[src/rtl/srf05_ranger.sv]
// rtl/srf05_ranger.sv - SRF05 ultrasonic ranger: trigger generation, echo width timing, distance publish
module srf05_ranger #(
  parameter int unsigned CLKS_PER_US  = 100,
  parameter int unsigned TRIG_US      = 10,
  parameter int unsigned ECHO_WAIT_US = 1000,
  parameter int unsigned TIMEOUT_US   = 30000,
  parameter int unsigned CYCLE_US     = 50000
) (
  input  logic        clock,
  input  logic        reset_n,
  input  logic        start,
  input  logic        echo,
  output logic        trigger,
  output logic [14:0] distance,
  output logic        new_data,
  output logic        error_no_echo,
  output logic        error_timeout,
  output logic        busy
);

  localparam int unsigned PW = (CLKS_PER_US > 1) ? $clog2(CLKS_PER_US) : 1;
  localparam int unsigned CW = $clog2(CYCLE_US + 1);
  localparam logic [PW-1:0] PRESC_LAST  = PW'(CLKS_PER_US - 1);
  localparam logic [PW-1:0] PRESC_HALF  = PW'(CLKS_PER_US / 2);
  localparam logic          ROUND_EN    = (CLKS_PER_US > 1);
  localparam logic [14:0]   TRIG_LAST   = 15'(TRIG_US - 1);
  localparam logic [14:0]   WAIT_LAST   = 15'(ECHO_WAIT_US - 1);
  localparam logic [14:0]   TIMEOUT_CNT = 15'(TIMEOUT_US);
  localparam logic [CW-1:0] CYCLE_CNT   = CW'(CYCLE_US);
  localparam logic [CW-1:0] CYCLE_LAST  = CW'(CYCLE_US - 1);

  typedef enum logic [2:0] {
    ST_IDLE,
    ST_TRIG,
    ST_WAIT_ECHO,
    ST_MEASURE,
    ST_HOLDOFF
  } state_t;

  state_t        state_q;
  logic          trigger_q;
  logic [14:0]   distance_q;
  logic          new_data_q;
  logic          err_no_echo_q;
  logic          err_timeout_q;
  logic          busy_q;
  logic [PW-1:0] presc_q;
  logic [14:0]   us_cnt_q;
  logic [PW-1:0] cyc_presc_q;
  logic [CW-1:0] cyc_cnt_q;
  logic          echo_s1_q;
  logic          echo_s2_q;
  logic          echo_s3_q;

  logic          us_tick;
  logic          cyc_tick;
  logic          echo_rise;
  logic          echo_fall;
  logic          cyc_done;
  logic          round_up;
  logic [PW-1:0] presc_d;
  logic [14:0]   us_cnt_d;
  logic [PW-1:0] cyc_presc_d;
  logic [CW-1:0] cyc_cnt_d;
  logic [14:0]   width_us;

  assign us_tick   = (presc_q == PRESC_LAST);
  assign cyc_tick  = (cyc_presc_q == PRESC_LAST);
  assign echo_rise = echo_s2_q & ~echo_s3_q;
  assign echo_fall = ~echo_s2_q & echo_s3_q;

  assign presc_d     = us_tick ? '0 : presc_q + PW'(1);
  assign us_cnt_d    = us_cnt_q + 15'(us_tick);
  assign cyc_presc_d = cyc_tick ? '0 : cyc_presc_q + PW'(1);
  assign cyc_cnt_d   = (cyc_cnt_q == CYCLE_CNT) ? cyc_cnt_q : cyc_cnt_q + CW'(cyc_tick);

  // Looking one tick ahead keeps trigger rising edges exactly CYCLE_US apart.
  assign cyc_done = (cyc_cnt_q == CYCLE_CNT) || ((cyc_cnt_q == CYCLE_LAST) && cyc_tick);

  // The falling edge lands mid-microsecond; round the partial us to nearest.
  assign round_up = ROUND_EN && (presc_q >= PRESC_HALF);
  assign width_us = us_cnt_q + 15'(round_up);

  always_ff @(posedge clock) begin
    if (!reset_n) begin
      state_q       <= ST_IDLE;
      trigger_q     <= 1'b0;
      distance_q    <= '0;
      new_data_q    <= 1'b0;
      err_no_echo_q <= 1'b0;
      err_timeout_q <= 1'b0;
      busy_q        <= 1'b0;
      presc_q       <= '0;
      us_cnt_q      <= '0;
      cyc_presc_q   <= '0;
      cyc_cnt_q     <= '0;
      echo_s1_q     <= 1'b0;
      echo_s2_q     <= 1'b0;
      echo_s3_q     <= 1'b0;
    end else begin
      echo_s1_q   <= echo;
      echo_s2_q   <= echo_s1_q;
      echo_s3_q   <= echo_s2_q;
      new_data_q  <= 1'b0;
      presc_q     <= presc_d;
      us_cnt_q    <= us_cnt_d;
      cyc_presc_q <= cyc_presc_d;
      cyc_cnt_q   <= cyc_cnt_d;

      case (state_q)
        ST_IDLE: begin
          if (start) begin
            state_q     <= ST_TRIG;
            trigger_q   <= 1'b1;
            busy_q      <= 1'b1;
            presc_q     <= '0;
            us_cnt_q    <= '0;
            cyc_presc_q <= '0;
            cyc_cnt_q   <= '0;
          end
        end

        ST_TRIG: begin
          if (us_tick && (us_cnt_q == TRIG_LAST)) begin
            state_q   <= ST_WAIT_ECHO;
            trigger_q <= 1'b0;
            presc_q   <= '0;
            us_cnt_q  <= '0;
          end
        end

        ST_WAIT_ECHO: begin
          if (echo_rise) begin
            state_q  <= ST_MEASURE;
            presc_q  <= '0;
            us_cnt_q <= '0;
          end else if (us_tick && (us_cnt_q == WAIT_LAST)) begin
            state_q       <= ST_HOLDOFF;
            err_no_echo_q <= 1'b1;
            presc_q       <= '0;
            us_cnt_q      <= '0;
          end
        end

        ST_MEASURE: begin
          if (echo_fall) begin
            state_q       <= ST_HOLDOFF;
            distance_q    <= width_us;
            new_data_q    <= 1'b1;
            err_no_echo_q <= 1'b0;
            err_timeout_q <= 1'b0;
            presc_q       <= '0;
            us_cnt_q      <= '0;
          end else if (us_cnt_q == TIMEOUT_CNT) begin
            state_q       <= ST_HOLDOFF;
            err_timeout_q <= 1'b1;
            presc_q       <= '0;
            us_cnt_q      <= '0;
          end
        end

        ST_HOLDOFF: begin
          if (cyc_done) begin
            presc_q  <= '0;
            us_cnt_q <= '0;
            if (start) begin
              state_q     <= ST_TRIG;
              trigger_q   <= 1'b1;
              cyc_presc_q <= '0;
              cyc_cnt_q   <= '0;
            end else begin
              state_q <= ST_IDLE;
              busy_q  <= 1'b0;
            end
          end
        end

        default: begin
          state_q   <= ST_IDLE;
          trigger_q <= 1'b0;
          busy_q    <= 1'b0;
        end
      endcase
    end
  end

  assign trigger       = trigger_q;
  assign distance      = distance_q;
  assign new_data      = new_data_q;
  assign error_no_echo = err_no_echo_q;
  assign error_timeout = err_timeout_q;
  assign busy          = busy_q;

endmodule
[config.mk]
export PLATFORM = sky130hd
export DESIGN_NAME = srf05_ranger
export DESIGN_NICKNAME = d
export VERILOG_FILES = /design/src/rtl/srf05_ranger.sv
export SDC_FILE = /design/constraint.sdc
export NUM_CORES = 1
export LEC_CHECK = 0
export BUFFER_PORTS_ARGS = -buffer_cell sky130_fd_sc_hd__buf_2
export CAP_MARGIN = 25
export CORE_MARGIN = 4
export CORE_UTILIZATION = 38
export DETAILED_ROUTE_END_ITERATION = 6
export SLEW_MARGIN = 20
export SYNTH_ARGS = -nofsm -noshare
export SYNTH_HDL_FRONTEND = slang
export SYNTH_SLANG_ARGS = --single-unit
export TNS_END_PERCENT = 20
[constraint.sdc]
create_clock -name clock -period 3.3 [get_ports clock]
set_clock_uncertainty 0.05 [all_clocks]
set_input_delay 0.165 -clock clock [delete_from_list [all_inputs] [get_ports clock]]
set_output_delay 0.165 -clock clock [all_outputs]
set_load 0.02 [all_outputs]
# Yosys cells after proc, flatten, opt, wreduce, memory -nomap -nowiden
# Index checks and enable logic that the tools add are counted.
dict set report word_totals {
  reg_bits 71
  latchBits 0
  mem_bits_rw 0
  rom_bits 0
  out_inout_bits 20
  elab_cells 111
  mem_count 0
}
dict set report op_classes {
  addsub 5
  mul 0
  n_div 0
  order_cmp 1
  n_eq_ne 20
  shift 0
  mux 49
  bitwise_logic 6
  n_reduce_logical 16
}
# operator count
set op_table {}
lappend op_table {{$mux 15} 7}
lappend op_table {{$mux 7} 11}
lappend op_table {{$pmux 15 s5} 1}
lappend op_table {{$mux 16} 3}
lappend op_table {{$pmux 7 s5} 1}
lappend op_table {{$eq 16x16->1 const B} 2}
lappend op_table {{$pmux 16 s2} 1}
lappend op_table {{$add 15x1->15} 2}
lappend op_table {{$mux 3} 7}
lappend op_table {{$add 16x1->16} 1}
lappend op_table {{$eq 15x10->1 const B} 1}
lappend op_table {{$eq 15x15->1 const B} 1}
lappend op_table {{$eq 15x4->1 const B} 1}
lappend op_table {{$pmux 3 s5} 1}
lappend op_table {{$add 7x1->7 const B} 2}
lappend op_table {{$eq 7x7->1 const B} 2}
lappend op_table {{$ne 2x2->1 const B} 7}
lappend op_table {{$pmux 7 s2} 1}
lappend op_table {{$mux 1} 13}
lappend op_table {{$reduce_and 4->1} 2}
lappend op_table {{$ge 7x6->1 const B} 1}
lappend op_table {{$eq 3x2->1 const B} 2}
lappend op_table {{$ne 3x3->1 const B} 2}
lappend op_table {{$reduce_and 2->1} 3}
lappend op_table {{15 further kinds} 22}

# Logic depth before layout (Yosys ltp)
# Gate-level depths: netlist (run 1).
dict set report depth {
  ltp_word 6
  ltp_mapped 9
  mapped_depth_nobuf 9
}

# Worst setup path before layout (run 1)
# Ideal clock, no wire load.
dict set report synth_path {
  kind {register -> register}
  start {register us_cnt_q[4]}
  end {register us_cnt_q[11]}
  setup_ns 0.115
  t_arrival_ns 2.707
  required_time_ns 3.135
  path_slack_ns 0.428
  stages_incl_launch_ff 9
  n_path_buf 2
  synth_period_minus_slack_ns 2.872
  cell_sequence {dfxtp_1 -> or4_1 -> or4_4 -> o31a_1 -> or4b_1 -> buf_2 -> o21ai_4 -> buf_6 -> nor2_1}
}
dict set report synth_via {
  elab_chain_len 5
  elab_cells_between_ends 14
}
# element line_no
set synth_lines {}
lappend synth_lines {{from (decl)} 48} ;# logic [14:0] us_cnt_q;
lappend synth_lines {{from (signal assigned)} 106} ;# us_cnt_q <= us_cnt_d;
lappend synth_lines {{branches (longest 4 deep; another with $add 15x1->15)} -}
lappend synth_lines {{$pmux 15 s5 *} 110} ;# case (state_q)
# Mark *: on every way between the ends.
# A chain may end at the register's enable or synchronous reset.

# Final worst setup path (run 1)
dict set report layout_path {
  start {register us_cnt_q[4]}
  end {register us_cnt_q[8]}
}
# The elaborated chain is that of the path after synthesis.

==> results.json, run 1 <==
{
  "track_usage_pct": 14.56,
  "status": "complete, no violations",
  "fin_nets": 421,
  "layout-drive-gt1-share_pct": 12.83,
  "drc": 0,
  "hold_viol": 0,
  "grt_antenna_before_repair": 0,
  "reg2reg_depth": 7,
  "slew_violations": 0,
  "dieArea_sq_mm": 0.01035,
  "power_density_mw_per_mm2": 562.2,
  "syn_area_sq_mm": 0.003339,
  "route.top_layer_used": "met4",
  "gp_congestion": 0.8450,
  "required_ps": 3490,
  "place_hpwl_microns": 4786,
  "syn_inst": 389,
  "whs_ps": 101.3,
  "finalCritPeriodShare_pct": 89.82,
  "ir_drop_uv": 243.6,
  "cp-end-kind": "register",
  "async_flop_share_pct": 0,
  "portBuffers": 23,
  "ys_types": 43,
  "synth_nets": 402,
  "n_antenna_cell": 0,
  "yosysWarnings": 0,
  "rsz0062_at_grt": "no",
  "ctsResizeCount": 0,
  "chipHeight_microns": 101.7,
  "wl_met3_microns": 268,
  "insertion_delay_ps": 350,
  "tightestPinTransition_ps": 662.5,
  "slowest_delay_ps": 640,
  "slowest_stage": "or4b_1",
  "pin_count": 24,
  "cp-start-kind": "register",
  "whs_path_depth": 2,
  "numCtsBuffers": 9,
  "synth-seq-area-share_pct": 42.56,
  "routed-wl-met2_microns": 2826,
  "ys_seq_elements": 71,
  "viasPerCell": 5.031,
  "cp.depth": 7,
  "cts_sinks": 71,
  "dieWidth_microns": 101.7,
  "critPathMaxFanout": 16,
  "grt-ovfl-total": 0,
  "cts_max_level": 3,
  "avgSynthCellArea_sq_um": 8.585,
  "fp-row-count": 33,
  "synth_edf_count": 0,
  "ant_nets": 0,
  "clockRootBuffer": "clkbuf_8",
  "maxCapViolations": 0,
  "first_global_vias": 2500,
  "cp_num_buf_inv": 1,
  "crit_family": "simple AND/OR/NAND/NOR gates",
  "relSlewSlack_pct": 55.79,
  "leakagePower_nw": 1.379,
  "min_period_ps": 2964,
  "cts_tree": "built",
  "grt_start_max_net_pins": 30,
  "ys.flop_type": "dfxtp_1",
  "first_pass_iters": 4,
  "start_util_pct": 39.84,
  "critPathKind": "register to register",
  "max_freq_mhz": 337.4,
  "area_delta_synth_final_pct": 13.15,
  "dr_total_vias": 2606,
  "first_iter_violations": 100,
  "routed_wirelength_microns": 6712,
  "fin_setup_tns_ps": 0,
  "nFillCells": 850,
  "cts.clk_slew.worst_paths_ps": 80,
  "grt_pass1_wl_microns": 11760,
  "wl_met1_microns": 3470,
  "cts.path.max_buffers": 2,
  "cp_cell_sequence": "or4_1 -> or4_4 -> o31a_1 -> or4b_1 -> o21ai_4 -> buf_12 -> nor2_1",
  "wl_per_cell_microns": 12.96,
  "hp-class": "primary input to register",
  "setup_viol": 0,
  "core_area_sq_mm": 0.008382,
  "cp.arrival_ps": 3150
}
==> where the power goes <==
group          switching [mW]  internal (mW)  total, mW
Clock                   0.325          0.420      0.745
Sequential             0.0550          0.903      0.958
Combinational           0.248          0.173      0.421
Total                   0.628           1.50       2.12
==> per-stage QoR <==
| step | power, mW | setup slack [ps] | util, % | cell area (sq um) | cells |
|---|---|---|---|---|---|
| after global placement | 1.367 | 193.3 | 42.20 | 3537 | 500 |
| after global routing | 2.243 | 205.9 | 45.08 | 3779 | 518 |
| after detailed placement | 1.368 | 130.0 | 42.20 | 3537 | 500 |
| after floorplan | 1.298 | 428.2 | - | 3339 | 389 |
| final | 2.124 | 336.1 | 45.08 | 3779 | 518 |
| after CTS | 2.119 | 120.1 | 44.84 | 3759 | 517 |
==> flip-flops by register name, summed over array words and instances (netlist names) <==
| name | flops |
|---|---|
| error_no_echo | 1 |
| echo_s1_q | 1 |
| state_q | 3 |
| us_cnt_q | 15 |
| error_timeout | 1 |
| cyc_cnt_q | 16 |
| presc_q | 7 |
| new_data | 1 |
| echo_s2_q | 1 |
| echo_s3_q | 1 |
| trigger | 1 |
| distance | 15 |
| busy | 1 |
| cyc_presc_q | 7 |
==> worst paths after layout <==
path              slack (ps)          end         from
setup / recovery         340  us_cnt_q[8]  us_cnt_q[4]
setup reg to reg         340  us_cnt_q[8]  us_cnt_q[4]
hold reg to reg          390    echo_s2_q    echo_s1_q
hold / removal           100   state_q[2]      reset_n
==> cells in the final DEF, fill, tap and decap left out, drive strengths merged, types with 2 or more instances in the layout <==
cell,count
a21oi,9
nor4,4
nand2b,5
nand3,20
or3,9
nand4b,4
and3,5
nor2b,6
a211oi,11
o21ai,10
or3b,2
nor4b,3
nand2,21
bufinv,2
clkinv,4
a311oi,3
o21bai,2
ha,9
nand4,12
xnor2,15
nand3b,2
nor3,8
or2,3
inv,6
or4,3
clkbuf,9
nor2,74
dfxtp,71
xor2,30
mux2i,3
buf,29
and2,5
or4bb,2
and4,3
==> layer usage <==
layer / track usage (%) / up-vias
met1: 19.73 / 1174
met4: 6.748 / 0
met3: 3.926 / 13
li1: - / 1384
met2: 21.53 / 35
met5: 0 / -
==> cells in the mapped netlist, types with 2 or more instances <==
cell type / n / area share, %
nor2_1: 74 / 8.3
dfxtp_1: 71 / 43
xor2_1: 30 / 7.9
nand2_1: 21 / 2.4
clkbuf_1: 20 / 2.2
nand3_1: 20 / 3.0
xnor2_1: 15 / 3.9
nand4_1: 12 / 2.2
a211oi_1: 11 / 2.5
a21oi_1: 9 / 1.3
ha_1: 9 / 3.4
or3_1: 9 / 1.7
nor3_1: 8 / 1.2
o21ai_0: 8 / 1.2
inv_1: 6 / 0.67
nor2b_1: 6 / 1.1
and2_1: 5 / 0.94
and3_1: 5 / 0.94
nand2b_1: 5 / 0.94
nand4b_1: 4 / 1.0
nor4_1: 4 / 0.75
a311oi_1: 3 / 0.79
and4_1: 3 / 0.79
mux2i_1: 3 / 0.90
nor4b_1: 3 / 0.79
or2_2: 3 / 0.56
nand3b_1: 2 / 0.45
o21bai_1: 2 / 0.45
or3b_2: 2 / 0.52
or4_1: 2 / 0.45
or4bb_1: 2 / 0.67
==> cell type report <==
cell class              instances  area, sq um  share of cell area, %
repair buffers                 30        182.7                  4.834
clock buffers                   9        123.9                  3.278
multi-input cells             290         1809                  47.88
inverters                       6        22.52                 0.5960
clock inverters                 7        87.58                  2.318
flip-flops and latches         71         1421                  37.62
well taps                     105        131.4                  3.477
==> cell families (layout without fill, tap and decap cells) <==
logic type,count (synthesis),in the layout,share of synthesized area [%]
compound gates,40,40,8.206
xor+xnor,45,45,11.80
fa+ha+maj,9,9,3.372
buf+inv,28,52,3.409
flops,71,71,42.56
mux,3,3,0.8992
simple gates,193,193,29.75
==> worst register-to-register path: stages, from the launching register on <==
cell and delay, ps:
dfxtp_1 370, or4_1 550, or4_4 500, o31a_1 340, or4b_1 640, o21ai_4 200
buf_12 160, nor2_1 60
==> timing repair <==
item,CTS,global route
setup endpoints to repair,0,13
hold buffers,1,0
setup buffers,0,1
hold endpoints to repair,1,0
No activity file was read; power rests on OpenSTA's default activity.
==> run 2, diff against run 1 <==
--- a/config.mk
+++ b/config.mk
@@ -7,9 +7,12 @@
 export LEC_CHECK = 0
 export BUFFER_PORTS_ARGS = -buffer_cell sky130_fd_sc_hd__buf_2
 export CAP_MARGIN = 25
+export CELL_PAD_IN_SITES_DETAIL_PLACEMENT = 1
+export CELL_PAD_IN_SITES_GLOBAL_PLACEMENT = 1
 export CORE_MARGIN = 4
 export CORE_UTILIZATION = 38
 export DETAILED_ROUTE_END_ITERATION = 6
+export PLACE_DENSITY_LB_ADDON = 0.1
 export SLEW_MARGIN = 20
 export SYNTH_ARGS = -nofsm -noshare
 export SYNTH_HDL_FRONTEND = slang
==> results.json, run 2 (same netlist as run 1, synthesis figures left out) <==
{
  "status": "complete, no violations",
  "cts_max_level": 3,
  "numCtsBuffers": 9,
  "place_area_sq_mm": 0.003572,
  "start_util_pct": 39.84,
  "dieWidth_microns": 101.7,
  "leakagePower_nw": 1.380,
  "p_int_mw": 1.471,
  "grt-ovfl-total": 0,
  "rsz0062_at_grt": "no",
  "final_common_cell": "nor2_1",
  "r2r-end": "us_cnt_q[7]",
  "maxCapViolations": 0,
  "max_freq_mhz": 328.5,
  "n_antenna_cell": 0,
  "required_ps": 3480,
  "ant_nets": 0,
  "hold_viol": 0,
  "layout-drive-gt1-share_pct": 13.01,
  "first_global_vias": 2726,
  "grt_antenna_before_repair": 0,
  "timing.rr.start": "us_cnt_q[4]",
  "routed_wirelength_microns": 7834,
  "cp_cell_sequence": "or4_1 -> or4_4 -> o31a_1 -> or4b_1 -> o21ai_4 -> buf_12 -> nor2_1",
  "slew_violations": 0,
  "portBuffers": 23,
  "cp_num_buf_inv": 1,
  "track_usage_pct": 16.40,
  "slowest_delay_ps": 660,
  "largest-register": "cyc_cnt_q",
  "core_area_sq_mm": 0.008382,
  "cp-start-kind": "register",
  "dr_total_vias": 2712,
  "fin_nets": 423,
  "cp.arrival_ps": 3230,
  "cp.depth": 7,
  "rrSetupSlack_ps": 260,
  "slowest_stage": "or4b_1",
  "grt_pass1_wl_microns": 13240,
  "clkPwrFrac_pct": 34.2,
  "combPwrFrac_pct": 20.8,
  "critPathKind": "register to register",
  "layout_common_cells": "nor2_1, dfxtp_1, xor2_1",
  "power_density_mw_per_mm2": 559.4,
  "cts_tree": "built",
  "crit_family": "simple AND/OR/NAND/NOR gates",
  "tightestPinTransition_ps": 710.4,
  "relSlewSlack_pct": 52.59,
  "hp-class": "primary input to register",
  "pin_count": 24,
  "min_period_ps": 3044,
  "area_delta_synth_final_pct": 13.53,
  "startpoint": "us_cnt_q[4]",
  "p_switching_mw": 0.6504,
  "finalCritPeriodShare_pct": 92.26,
  "final_util_pct": 45.23,
  "fp-row-count": 33,
  "cp-end-kind": "register",
  "cts.clk_slew.worst_paths_ps": 80,
  "first_pass_iters": 4,
  "design_area_sq_mm": 0.003791,
  "reg2reg_depth": 7,
  "critPathMaxFanout": 16,
  "fin_setup_tns_ps": 0,
  "cts_sinks": 71,
  "insertion_delay_ps": 340,
  "drc": 0,
  "grt_start_max_net_pins": 29,
  "p_seq_share_pct": 45.1,
  "ir_drop_uv": 268.8,
  "setup_viol": 0,
  "wl_per_cell_microns": 15.07,
  "whs_ps": 113.6,
  "place_hpwl_microns": 5679,
  "gp_congestion": 0.7920,
  "dieArea_sq_mm": 0.01035,
  "cts.path.max_buffers": 2,
  "switching_share_pct": 30.67,
  "viasPerCell": 5.215,
  "largest_register_ffs": 16,
  "critical_path.endpoint": "us_cnt_q[7]",
  "first_iter_violations": 106,
  "clockRootBuffer": "clkbuf_8",
  "chipHeight_microns": 101.7,
  "ctsResizeCount": 0
}
## run 2: changes by cell type in the layout (fill, tap and decap cells not counted), sizes merged
cell      delta
clkinvlp     +1
clkinv       -3
clkbuf       +3
buf          +2
bufinv       -1
## run 2: area by class of cell
class / instances / area, sq um
Inverter: 6 / 22.52
Timing Repair Buffer: 32 / 197.7
Clock buffer: 12 / 155.1
Sequential cell: 71 / 1421
Clock inverter: 4 / 53.80
Fill cell: 1045 / 4591
Multi-Input combinational cell: 290 / 1809
Tap cell: 105 / 131.4
## run 2: power by group through the flow
stage | clock (mW) | sequential [mW] | combinational, mW
floorplan | 0 | 0.959 | 0.339
global placement | 0 | 0.973 | 0.437
detailed placement | 0 | 0.976 | 0.446
CTS | 0.753 | 0.956 | 0.450
global route | 0.804 | 0.966 | 0.489
finish | 0.725 | 0.955 | 0.441
## run 2: metal layers
layer	global-route usage [%]	part of all wire, %	vias up
li1	-	-	1393
met4	3.681	0.68	0
met2	27.36	49	15
met5	0	0	-
met3	5.579	1.8	4
met1	20.51	48	1300
## run 2: what timing repair did
item	in CTS	in global routing
endpoints found under the setup margin	0	0
hold buffers	1	0
setup buffers	0	0
hold endpoints to repair	1	0
## run 2: how the worst min path moves through the flow
stage | cells after the start | slack [ps] | startpoint | end
floorplan | 1 | 240 | echo | echo_s1_q
global placement | 2 | 320 | echo | echo_s1_q
detailed placement | 2 | 330 | echo | echo_s1_q
CTS | 2 | 100 | reset_n | state_q[2]
global route | 2 | 90 | reset_n | state_q[2]
finish | 2 | 110 | reset_n | state_q[2]
## run 2: through the flow
step                power [mW]  setup WS [ps]  instances
finish                   2.121          255.5        520
global route             2.259          141.5        520
CTS                      2.158          244.2        520
detailed placement       1.422          288.2        503
global placement         1.411          333.2        503
floorplan                1.298          428.2        389
==> run 3, diff against run 2 <==
--- a/config.mk
+++ b/config.mk
@@ -5,6 +5,7 @@
 export SDC_FILE = /design/constraint.sdc
 export NUM_CORES = 1
 export LEC_CHECK = 0
+export ABC_AREA = 1
 export BUFFER_PORTS_ARGS = -buffer_cell sky130_fd_sc_hd__buf_2
 export CAP_MARGIN = 25
 export CELL_PAD_IN_SITES_DETAIL_PLACEMENT = 1
==> results.json, run 3 <==
{
  "required_ps": 3530,
  "p_int_mw": 1.716,
  "cp_num_buf_inv": 0,
  "cts_tree": "built",
  "setup_viol": 0,
  "pre_cts_ws_ps": 879.6,
  "dr_total_vias": 2989,
  "place_hpwl_microns": 6954,
  "cts.clk_slew.worst_paths_ps": 80,
  "area_delta_synth_final_pct": 13.82,
  "ant_nets": 0,
  "seq_area_sq_mm": 0.001421,
  "yosysWarnings": 0,
  "crit_top_cell": "ha_1",
  "combPwrFrac_pct": 18.8,
  "cts.path.max_buffers": 2,
  "fp-row-count": 35,
  "maxCapViolations": 0,
  "grt-ovfl-total": 0,
  "dp_cells": 600,
  "synth-seq-area-share_pct": 39.96,
  "slew_violations": 0,
  "p_switching_mw": 0.6957,
  "ys_seq_elements": 71,
  "synth_edf_count": 0,
  "first_global_vias": 3129,
  "finalCritPeriodShare_pct": 73.11,
  "drc": 0,
  "setup_ws_ps": 887.4,
  "switching_share_pct": 28.85,
  "layout-drive-gt1-share_pct": 15.22,
  "post_cts_buffers": 0,
  "viasPerCell": 4.844,
  "nFillCells": 1151,
  "track_usage_pct": 17.67,
  "largest_register_ffs": 16,
  "critPathMaxFanout": 5,
  "layout_common_cells": "nor2_1, nand2_1, dfxtp_1",
  "avgSynthCellArea_sq_um": 7.473,
  "chipHeight_microns": 104.8,
  "ctsResizeCount": 0,
  "power_density_mw_per_mm2": 595.6,
  "final_common_cell": "nor2_1",
  "syn_area_sq_mm": 0.003557,
  "slowest_stage": "dfxtp_1",
  "cp.arrival_ps": 2640,
  "multiInputGateArea_sq_mm": 0.001887,
  "holdBufCountCts": 1,
  "crit_family": "simple AND/OR/NAND/NOR gates",
  "clockRootBuffer": "clkbuf_8",
  "tightestPinTransition_ps": 519.0,
  "netlist_top_cells_count": "nor2_1, nand2_1, dfxtp_1",
  "synth_most_common_cell": "nor2_1",
  "clkPwrFrac_pct": 42.0,
  "slowest_delay_ps": 380,
  "synth_largest_area_cell": "dfxtp_1",
  "dieArea_sq_mm": 0.01097,
  "critPathKind": "register to register",
  "gp_congestion": 0.8284,
  "totalPowerFinal_mw": 2.411,
  "fin_setup_tns_ps": 0,
  "min_period_ps": 2413,
  "grt_pass1_wl_microns": 15530,
  "ys.flop_type": "dfxtp_1",
  "first_pass_iters": 4,
  "ys_types": 31,
  "n_antenna_cell": 0,
  "insertion_delay_ps": 360,
  "hold_viol": 0,
  "status": "complete, no violations",
  "pin_count": 24,
  "largest-register": "cyc_cnt_q",
  "design_area_sq_mm": 0.004049,
  "cp-end-kind": "register",
  "wl_per_cell_microns": 14.86,
  "whs_ps": 76.59,
  "final_util_pct": 44.03,
  "cts_sinks": 71,
  "cp-start-kind": "register",
  "cp_cell_sequence": "ha_1 -> nand2_1 -> nor2_4 -> ha_1 -> ha_1 -> nand3_1 -> nor2_1 -> nand3_1 -> nor3_2 -> nand2_1 -> xor2_1 -> nor2_1",
  "p_seq_share_pct": 39.2,
  "rsz0062_at_grt": "no",
  "synth_top_cell_area_share_pct": 39.96,
  "grt_start_max_net_pins": 27,
  "synth_nets": 489,
  "grt_antenna_before_repair": 0,
  "max_freq_mhz": 414.5,
  "ys_top_cells_by_area": "dfxtp_1, nor2_1, xor2_1, nand2_1, nand3_1",
  "ir_drop_uv": 310.5,
  "core_area_sq_mm": 0.009196,
  "dieWidth_microns": 104.8,
  "stdcell_count": 617,
  "relSlewSlack_pct": 65.32,
  "portBuffers": 23,
  "place_area_sq_mm": 0.003746,
  "hp-class": "primary input to register",
  "numCtsBuffers": 9,
  "start_util_pct": 38.68,
  "syn_inst": 476,
  "cts_max_level": 3,
  "fin_nets": 514,
  "async_flop_share_pct": 0,
  "leakagePower_nw": 1.668,
  "routed_wirelength_microns": 9167,
  "first_iter_violations": 55
}
## run 3: changes by cell type in the layout (fill, tap and decap cells not counted), moves of 9 or more
cell	before	now
or3_1	9	0
nand2_1	21	80
nor2_2	0	18
nand3_1	20	46
inv_1	6	43
a211oi_1	11	0
## run 3: path summary, 6_finish.rpt
| kind | from | endpoint | slack, ps | cells past startpoint |
|---|---|---|---|---|
| worst min-delay path | start | trigger | 80 | 3 |
| worst max-delay path | presc_q[1] | us_cnt_q[14] | 890 | 12 |
| worst min register to register | echo_s1_q | echo_s2_q | 380 | 2 |
| worst max register to register | presc_q[1] | us_cnt_q[14] | 890 | 12 |
## run 3: worst min-delay path, cell delays in order
cell and delay [ps]:
buf_2 130, nand4_1 80, a21oi_1 60
## run 3: area by class of cell
cell class	instances	share of cell area, %
multi-input combinational	347	46.60
sequential	71	35.11
inverter	47	4.357
clock inverter	6	3.832
tap	111	3.430
clock buffer	10	3.399
timing repair buffer	25	3.276
## run 3: power by group through the flow
stage,Clock (mW),Sequential [mW],Combinational (mW)
final,1.01,0.945,0.454
after global routing,1.08,0.953,0.517
after detailed placement,0,0.965,0.454
after CTS,1.04,0.946,0.458
after global placement,0,0.961,0.451
after floorplan,0,0.968,0.357
## run 3: kinds of logic (layout without fill, tap and decap cells)
family	after synthesis	after routing	share of synthesized area [%]
AND/OR/NAND/NOR	266	266	34.93
flip-flops	71	71	39.96
buffers and inverters	58	88	6.999
XOR/XNOR	44	44	10.83
AO/OA/AOI/OAI	28	28	4.116
adder cells (fa/ha/maj)	9	9	3.166
## run 3: routing by layer
layer / up-vias / wire length, microns / global-route usage, %
li1: 1556 / - / -
met5: - / 0 / 0
met1: 1399 / 4715 / 24.22
met3: 12 / 174 / 4.200
met4: 0 / 121 / 4.780
met2: 22 / 4155 / 27.82
